<file path="src/rtl/commit_pkg.sv">
// Shared types and helpers for the 2-wide ROB commit stage.
package commit_pkg;

    localparam int ROB_DEPTH = 32;
    localparam int IDX_W     = 5;
    localparam int TAG_W     = 6;
    localparam int DATA_W    = 32;

    typedef enum logic [0:0] {
        RUN   = 1'b0,
        RECOV = 1'b1
    } state_e;

    typedef struct packed {
        logic              vld;
        logic              done;
        logic              rd_en;
        logic [4:0]        rdl;
        logic [DATA_W-1:0] val;
        logic              mis;
        logic [DATA_W-1:0] tgt;
    } head_ent_t;

    // ROB entry k lives in the upper half of the physical tag space
    function automatic logic [TAG_W-1:0] idx2tag(input logic [IDX_W-1:0] idx);
        return {1'b1, idx};
    endfunction

endpackage

</file>
<file path="src/rtl/commit_slot_chk.sv">
// One retire slot: eligibility, ARF write qualification and latest-mapping compare.
module commit_slot_chk
    import commit_pkg::*;
(
    input  logic             en_i,
    input  logic             vld_i,
    input  logic             done_i,
    input  logic             rd_en_i,
    input  logic [4:0]       rdl_i,
    input  logic [IDX_W-1:0] idx_i,
    input  logic [TAG_W-1:0] rdp_i,
    output logic             ret_o,
    output logic             we_o,
    output logic             clr_o
);

    assign ret_o = en_i & vld_i & done_i;
    // Logical register 0 is hardwired, never written
    assign we_o  = ret_o & rd_en_i & (rdl_i != 5'd0);
    assign clr_o = ret_o & rd_en_i & (rdp_i == idx2tag(idx_i));

endmodule

</file>
<file path="src/rtl/rob_commit_2.sv">
// 2-wide in-order retire controller at the ROB head with mispredict recovery.
// Optional COMMIT_STATS_EN adds retire/mispredict counters stat_ret/stat_mis.
module rob_commit_2
    import commit_pkg::*;
#(
    parameter int DW             = DATA_W,
    parameter int RECOVER_CYCLES = 1
) (
    input  logic          clk,
    input  logic          rst,
    input  logic          hd0_vld,
    input  logic          hd1_vld,
    input  logic          hd0_done,
    input  logic          hd1_done,
    input  logic          hd0_rd_en,
    input  logic          hd1_rd_en,
    input  logic [4:0]    hd0_rdl,
    input  logic [4:0]    hd1_rdl,
    input  logic [DW-1:0] hd0_val,
    input  logic [DW-1:0] hd1_val,
    input  logic          hd0_mis,
    input  logic          hd1_mis,
    input  logic [DW-1:0] hd0_tgt,
    input  logic [DW-1:0] hd1_tgt,
    output logic [4:0]    rd1l_c,
    output logic [4:0]    rd2l_c,
    input  logic [5:0]    rd1p_c,
    input  logic [5:0]    rd2p_c,
    output logic [4:0]    head_ptr,
    output logic [1:0]    retire_num,
    output logic          arf_we1,
    output logic          arf_we2,
    output logic [4:0]    arf_wa1,
    output logic [4:0]    arf_wa2,
    output logic [DW-1:0] arf_wd1,
    output logic [DW-1:0] arf_wd2,
    output logic          map_clr1,
    output logic          map_clr2,
    output logic          recover,
    output logic          redir_vld,
    output logic [DW-1:0] redir_pc
`ifdef COMMIT_STATS_EN
    ,
    output logic [31:0]   stat_ret,
    output logic [31:0]   stat_mis
`endif
);

    head_ent_t ent0_s, ent1_s;
    logic      ret0_s, ret1_s, we0_s, we1_s, clr0_s, clr1_s;

    state_e        state_q, state_d;
    logic [1:0]    cnt_q, cnt_d;
    logic [4:0]    head_q, head_d;
    logic [1:0]    ret_num_q, ret_num_d;
    logic          we1_q, we1_d, we2_q, we2_d;
    logic [4:0]    wa1_q, wa1_d, wa2_q, wa2_d;
    logic [DW-1:0] wd1_q, wd1_d, wd2_q, wd2_d;
    logic          clr1_q, clr1_d, clr2_q, clr2_d;
    logic          recover_q, recover_d, redir_vld_q, redir_vld_d;
    logic [DW-1:0] redir_pc_q, redir_pc_d;

    assign ent0_s = {hd0_vld, hd0_done, hd0_rd_en, hd0_rdl, hd0_val, hd0_mis, hd0_tgt};
    assign ent1_s = {hd1_vld, hd1_done, hd1_rd_en, hd1_rdl, hd1_val, hd1_mis, hd1_tgt};

    assign rd1l_c = hd0_rdl;
    assign rd2l_c = hd1_rdl;

    commit_slot_chk u_slot0 (
        .en_i    (state_q == RUN),
        .vld_i   (ent0_s.vld),
        .done_i  (ent0_s.done),
        .rd_en_i (ent0_s.rd_en),
        .rdl_i   (ent0_s.rdl),
        .idx_i   (head_q),
        .rdp_i   (rd1p_c),
        .ret_o   (ret0_s),
        .we_o    (we0_s),
        .clr_o   (clr0_s)
    );

    // Slot 1 never overtakes a mispredicted slot 0
    commit_slot_chk u_slot1 (
        .en_i    (ret0_s & ~ent0_s.mis),
        .vld_i   (ent1_s.vld),
        .done_i  (ent1_s.done),
        .rd_en_i (ent1_s.rd_en),
        .rdl_i   (ent1_s.rdl),
        .idx_i   (head_q + 5'd1),
        .rdp_i   (rd2p_c),
        .ret_o   (ret1_s),
        .we_o    (we1_s),
        .clr_o   (clr1_s)
    );

    // Next-state and next-output computation for retire and recovery
    always_comb begin
        state_d     = state_q;
        cnt_d       = cnt_q;
        head_d      = head_q + {4'd0, ret0_s} + {4'd0, ret1_s};
        ret_num_d   = {1'b0, ret0_s} + {1'b0, ret1_s};
        we1_d       = we0_s & ~(we1_s & (ent0_s.rdl == ent1_s.rdl));
        we2_d       = we1_s;
        wa1_d       = ent0_s.rdl;
        wa2_d       = ent1_s.rdl;
        wd1_d       = ent0_s.val;
        wd2_d       = ent1_s.val;
        clr1_d      = clr0_s;
        clr2_d      = clr1_s;
        recover_d   = 1'b0;
        redir_vld_d = 1'b0;
        redir_pc_d  = redir_pc_q;
        case (state_q)
            RUN: begin
                if (ret1_s & ent1_s.mis) begin
                    state_d     = RECOV;
                    cnt_d       = 2'(RECOVER_CYCLES - 1);
                    recover_d   = 1'b1;
                    redir_vld_d = 1'b1;
                    redir_pc_d  = ent1_s.tgt;
                end else if (ret0_s & ~ret1_s & ent0_s.mis) begin
                    state_d     = RECOV;
                    cnt_d       = 2'(RECOVER_CYCLES - 1);
                    recover_d   = 1'b1;
                    redir_vld_d = 1'b1;
                    redir_pc_d  = ent0_s.tgt;
                end else begin
                    state_d = RUN;
                end
            end
            RECOV: begin
                if (cnt_q == 2'd0) begin
                    state_d = RUN;
                end else begin
                    cnt_d     = cnt_q - 2'd1;
                    recover_d = 1'b1;
                end
            end
            default: begin
                state_d = RUN;
            end
        endcase
    end

    // State and registered outputs
    always_ff @(posedge clk) begin
        if (!rst) begin
            state_q     <= RUN;
            cnt_q       <= 2'd0;
            head_q      <= 5'd0;
            ret_num_q   <= 2'd0;
            we1_q       <= 1'b0;
            we2_q       <= 1'b0;
            wa1_q       <= 5'd0;
            wa2_q       <= 5'd0;
            wd1_q       <= '0;
            wd2_q       <= '0;
            clr1_q      <= 1'b0;
            clr2_q      <= 1'b0;
            recover_q   <= 1'b0;
            redir_vld_q <= 1'b0;
            redir_pc_q  <= '0;
        end else begin
            state_q     <= state_d;
            cnt_q       <= cnt_d;
            head_q      <= head_d;
            ret_num_q   <= ret_num_d;
            we1_q       <= we1_d;
            we2_q       <= we2_d;
            wa1_q       <= wa1_d;
            wa2_q       <= wa2_d;
            wd1_q       <= wd1_d;
            wd2_q       <= wd2_d;
            clr1_q      <= clr1_d;
            clr2_q      <= clr2_d;
            recover_q   <= recover_d;
            redir_vld_q <= redir_vld_d;
            redir_pc_q  <= redir_pc_d;
        end
    end

    assign head_ptr   = head_q;
    assign retire_num = ret_num_q;
    assign arf_we1    = we1_q;
    assign arf_we2    = we2_q;
    assign arf_wa1    = wa1_q;
    assign arf_wa2    = wa2_q;
    assign arf_wd1    = wd1_q;
    assign arf_wd2    = wd2_q;
    assign map_clr1   = clr1_q;
    assign map_clr2   = clr2_q;
    assign recover    = recover_q;
    assign redir_vld  = redir_vld_q;
    assign redir_pc   = redir_pc_q;

`ifdef COMMIT_STATS_EN
    logic [31:0] stat_ret_q, stat_mis_q;

    // Retirement and mispredict counters, wrapping naturally
    always_ff @(posedge clk) begin
        if (!rst) begin
            stat_ret_q <= 32'd0;
            stat_mis_q <= 32'd0;
        end else begin
            stat_ret_q <= stat_ret_q + {30'd0, ret_num_q};
            stat_mis_q <= stat_mis_q + {31'd0, redir_vld_q};
        end
    end

    assign stat_ret = stat_ret_q;
    assign stat_mis = stat_mis_q;
`endif

endmodule
</file>
<file path="config.mk">
export PLATFORM = sky130hd
export DESIGN_NAME = rob_commit_2
export DESIGN_NICKNAME = d
export VERILOG_FILES = /design/src/rtl/commit_pkg.sv /design/src/rtl/commit_slot_chk.sv /design/src/rtl/rob_commit_2.sv
export SDC_FILE = /design/constraint.sdc
export NUM_CORES = 1
export LEC_CHECK = 0
export BUFFER_PORTS_ARGS = -buffer_cell sky130_fd_sc_hd__buf_4
export CORE_ASPECT_RATIO = 0.7
export CORE_UTILIZATION = 40
export CTS_CLUSTER_DIAMETER = 60
export CTS_CLUSTER_SIZE = 40
export DETAILED_ROUTE_END_ITERATION = 10
export HOLD_SLACK_MARGIN = 0.15
export PLACE_DENSITY_LB_ADDON = 0.2
export SKIP_CTS_REPAIR_TIMING = 1
export SLEW_MARGIN = 25
export SYNTH_ARGS = -nofsm -noshare
export SYNTH_HDL_FRONTEND = slang
export SYNTH_HIERARCHICAL = 1
export SYNTH_SLANG_ARGS = --single-unit
</file>
<file path="constraint.sdc">
create_clock -name clk -period 4.3 [get_ports clk]
set_input_delay 0.215 -clock clk [delete_from_list [all_inputs] [get_ports clk]]
set_output_delay 0.215 -clock clk [all_outputs]
set_load 0.05 [all_outputs]
</file>
# [Yosys cells after proc, flatten, opt, wreduce, memory -nomap -nowiden]
# Index checks and enable logic that the tools add are counted.
[totals] reg_bits=121 in_bits=160 out_inout_bits=129 wordCells=62
[op_classes] addsub=5 eq_ne=5 muxes=10 bitwise=21 reduce_logical=7
[ops] op="$mux 32" n=2
[ops] op="$and 1x1->1" n=16
[ops] op="$eq 6x6->1" n=2
[ops] op="$add 5x1->5" n=2
[ops] op="$reduce_bool 5->1" n=2
[ops] op="$mux 2" n=3
[ops] op="$add 5x1->5 const B" n=1
[ops] op="$eq 5x5->1" n=1
[ops] op="$not 1->1" n=5
[ops] op="$pmux 2 s2" n=1
[ops] op="$reduce_and 2->1" n=2
[ops] op="$mux 1" n=3
[ops] op="$ne 3x3->1 const B" n=1
[ops] op="$add 1x1->2" n=1
[ops] op="$logic_not 2->1" n=1
[ops] op="$ne 2x2->1 const B" n=1
[ops] op="$pmux 1 s2" n=1
[ops] op="$reduce_bool 2->1" n=1
[ops] op="$reduce_or 2->1" n=1
[ops] op="$sub 2x1->2 const B" n=1

# [Logic depth before layout (Yosys ltp)]
[logic_depth] word_depth=12 ltp_mapped=15 depth_no_buf=12

# [By module]
# The synthesis kept the hierarchy.
[modules_own_cells] module="rob_commit_2" instances=1 cells_each=388 area_per_inst_um2=4536.9 seq_area_each_um2=2422.3
[modules_own_cells] module="commit_slot_chk" instances=2 cells_each=13 area_per_inst_um2=91.3 seq_area_each_um2=0.0

# [Worst setup path before layout]
# Ideal clock, no wire load.
[synth_timing] path_kind="register to register" from="register, netlist name recover" to="register redir_pc_q[24], in the netlist redir_pc[24]" setup_time_ns=0.122 arrival_time_ns=2.859 required_ns=4.178 path_slack_ns=1.320 path_stages_with_launch=15 n_path_buf=5 synth_period_minus_slack_ns=2.980 path_cell_list="dfxtp_1 > buf_2 > buf_2 > buf_1 > inv_1 > and3_2 > inv_1 > nor2_1 > and3_2 > inv_1 > ha_1 > a22oi_1 > buf_2 > buf_2 > o311a_1"
[synth_lines] element="to (signal assigned)" line_no="rob_commit_2.sv:178" rtl="redir_pc_q <= redir_pc_d;"
[synth_lines] element="to (decl)" line_no="rob_commit_2.sv:61" rtl="logic [DW-1:0] redir_pc_q, redir_pc_d;"

==> out/metrics.yaml <==
status: "finished, final reports clean"
num_vias: 4308
area_growth_pct: 74.87
drtIter0Drc: 178
synth_nets: 580
port_buffers: 288
finClkSkew_ns: 0.004645
cts.sinks: 121
ys_ff_latch: 121
core_area_sq_um: 11250
required_ns: 4.58
finalNetCount: 923
cp_max_fo: 24
rsz0062_at_grt: "no"
setup_tns_ns: 0
intPower_w: 0.002429
place_congestion: 0.8168
clkTransAtPathRegs_ns: 0.05
setup_viol: 0
clockRootBuffer: "clkbuf_16"
seqPwrFrac: 0.364
fin_crit_sh: 0.6682
clock_power_share: 0.438
drc: 0
cap_viol_max_count: 0
grt_overflow: 0
vdd_drop_max_mv: 0.3195
p_per_area_nw_per_um2: 401.1
p_switching_w: 0.0008816
worstSetupPathType: "flop to flop"
die_w_um: 131.8
avgSynthCellArea_sq_um: 11.40
synthTopCellsByArea: "dfxtp_1 (51%), and2_1 (11%), mux2_4 (9.5%)"
ys_seq_area_frac: 0.5133
hold_viol: 0
finalPower_w: 0.003310
insertion_delay_ns: 0.40
start_util: 0.4195
synth_ff_type: "dfxtp_1"
drtAntennaViolNets: 0
p_leak_nw: 3.960
grt_first_pass_wirelength_um: 19350
io_pins: 289
grt_pass1_vias: 3868
drt_pre_antenna_iters: 4
dp_hpwl_um: 9299
worst_slew_pin_slew_ns: 0.9254
synth_top_area_share: 0.5133
holdCritPathClass: "input pin to flop"
clockBufferDepth: 2
p_comb_frac: 0.198
start_kind: "flop"
fp.dieH_um: 92.88
die_area_sq_um: 12240
htreeDepth: 4
wl_per_cell_um: 15.73
antenna_found_initial: 0
drive_gt1_frac: 0.4733
clock.fmax_mhz: 348.0
crit_arrival_ns: 3.16
cts_tree: "built"
grt_usage: 0.2035
antenna_cells: 0
swShare: 0.2663
viasPerCell: 4.672
synth_edf_count: 0
yosys.area.top_type: "dfxtp_1"
cts_buffers: 17
wl_um: 14500
rows: 32
crit_path_end_kind: "flop"
netlist_area_sq_um: 4720
yosysWarnings: 6
yosysUniqueCellTypes: 35
period_minus_slack_ns: 2.873
async_flop_share: 0
slew_viol_final: 0
relSlewSlack: 0.3831
grt_max_degree: 123
synthCells: 414
## stage by stage
step / util / worst slack, ns / cells / hold slack, ns / cell area, sq um
finish: 0.7335 / 1.427 / 922 / 0.1675 / 8253
global route: 0.7335 / 1.258 / 922 / 0.1565 / 8253
CTS: 0.6655 / 1.508 / 847 / 0.001691 / 7487
detailed placement: 0.6111 / 1.527 / 816 / 0.4272 / 6875
global placement: 0.6111 / 1.694 / 816 / 0.4233 / 6875
floorplan: - / 1.320 / 414 / 0.3423 / 4720
## flip-flops by register name (all words and copies together), names as in the netlist, 2 cells and up
register	count
retire_num	2
arf_wd2	32
redir_pc	32
arf_wd1	32
arf_wa1	5
head_ptr	5
arf_wa2	5
cnt_q	2
## power groups by stage
stage	logic [W]	clock network [W]	registers [W]
6_report	0.000655	0.00145	0.00120
5_1_grt	0.000687	0.00154	0.00121
4_1_cts	0.000593	0.00148	0.00120
3_5_place_dp	0.000591	0	0.00123
3_3_place_gp	0.000583	0	0.00123
2_1_floorplan	0.000155	0	0.00143
## logic make-up (layout without fill, tap and decap cells)
family	count (synthesis)	count (layout)	synth area share
DFF	121	121	0.5133
and+or+nand+nor	113	113	0.1463
AOI/OAI and AO/OA	72	72	0.1302
buffers and inverters	49	404	0.05355
muxes	32	32	0.1002
xor gates and xnor gates	21	21	0.03897
adders and majority gates	6	6	0.01750
## synthesized netlist by cell type, types with 2 or more instances
library cell,number
o21bai_1,32
o311a_1,32
nor3_1,2
buf_1,3
ha_1,5
nand4_1,2
nor3_2,2
xor2_1,6
nor2b_1,3
and2_1,83
clkbuf_1,19
dfxtp_1,121
buf_6,3
inv_1,7
and3_2,2
buf_4,10
nand2_1,4
nand3_1,4
nand2b_1,2
buf_2,7
mux2_2,2
a21oi_1,2
nor2_1,4
mux2_4,30
xnor2_1,15
nand2_2,3
## per-layer routing
layer,vias up,share of wire,GRT usage
met2,185,0.52,0.3607
met1,2005,0.39,0.2316
li1,2096,-,-
met4,0,0.018,0.07171
met5,-,0,0
met3,22,0.063,0.06349
## critical path, stage by stage, from the launching register on
cell	delay, ns
dfxtp_2	0.32
inv_1	0.05
and3_2	0.23
inv_1	0.09
nor2_1	0.10
and3_2	0.28
inv_1	0.10
ha_1	0.20
a22oi_2	0.70
buf_4	0.40
o21bai_1	0.11
o311a_1	0.17
## placed cells by master (no fill, tap or decap), types with 2 or more instances in the layout
cell type,netlist,final
inv_1,7,7
and2_1,83,83
xor2_1,6,6
nand2_2,3,2
nor2b_1,3,3
clkbuf_16,0,17
a21oi_1,2,2
o311a_1,32,32
nand3_1,4,4
nor3_1,2,2
bufinv_16,0,3
ha_1,5,5
nor2_1,4,4
dlygate4sd3_1,0,74
nand2b_1,2,2
nand2_1,4,4
nor3_2,2,2
buf_4,10,291
clkinvlp_4,0,3
nand4_1,2,2
xnor2_1,15,15
o21bai_1,32,32
mux2_4,30,30
dfxtp_1,121,120
mux2_2,2,2
clkinv_2,0,3
and3_2,2,2
clkbuf_8,0,3
## area by class of cell
class,instances,area (sq um)
Clock buffer,20,466.7
Clock inverter,11,145.1
Fill cell,789,2998
Inverter,7,26.28
Multi-Input combinational cell,244,2054
Sequential cell,121,2424
Tap cell,153,191.4
Timing Repair Buffer,366,2945
## worst paths after layout
| kind | startpoint | endpoint | slack (ns) | cells past startpoint |
|---|---|---|---|---|
| setup reg to reg | recover | redir_pc[7] | 1.43 | 11 |
| hold reg to reg | cnt_q[0] | cnt_q[0] | 0.46 | 2 |
| hold / removal | hd0_tgt[1] | redir_pc[1] | 0.17 | 3 |
| setup / recovery | recover | redir_pc[7] | 1.43 | 11 |
Power figures use the tool's default switching activity.
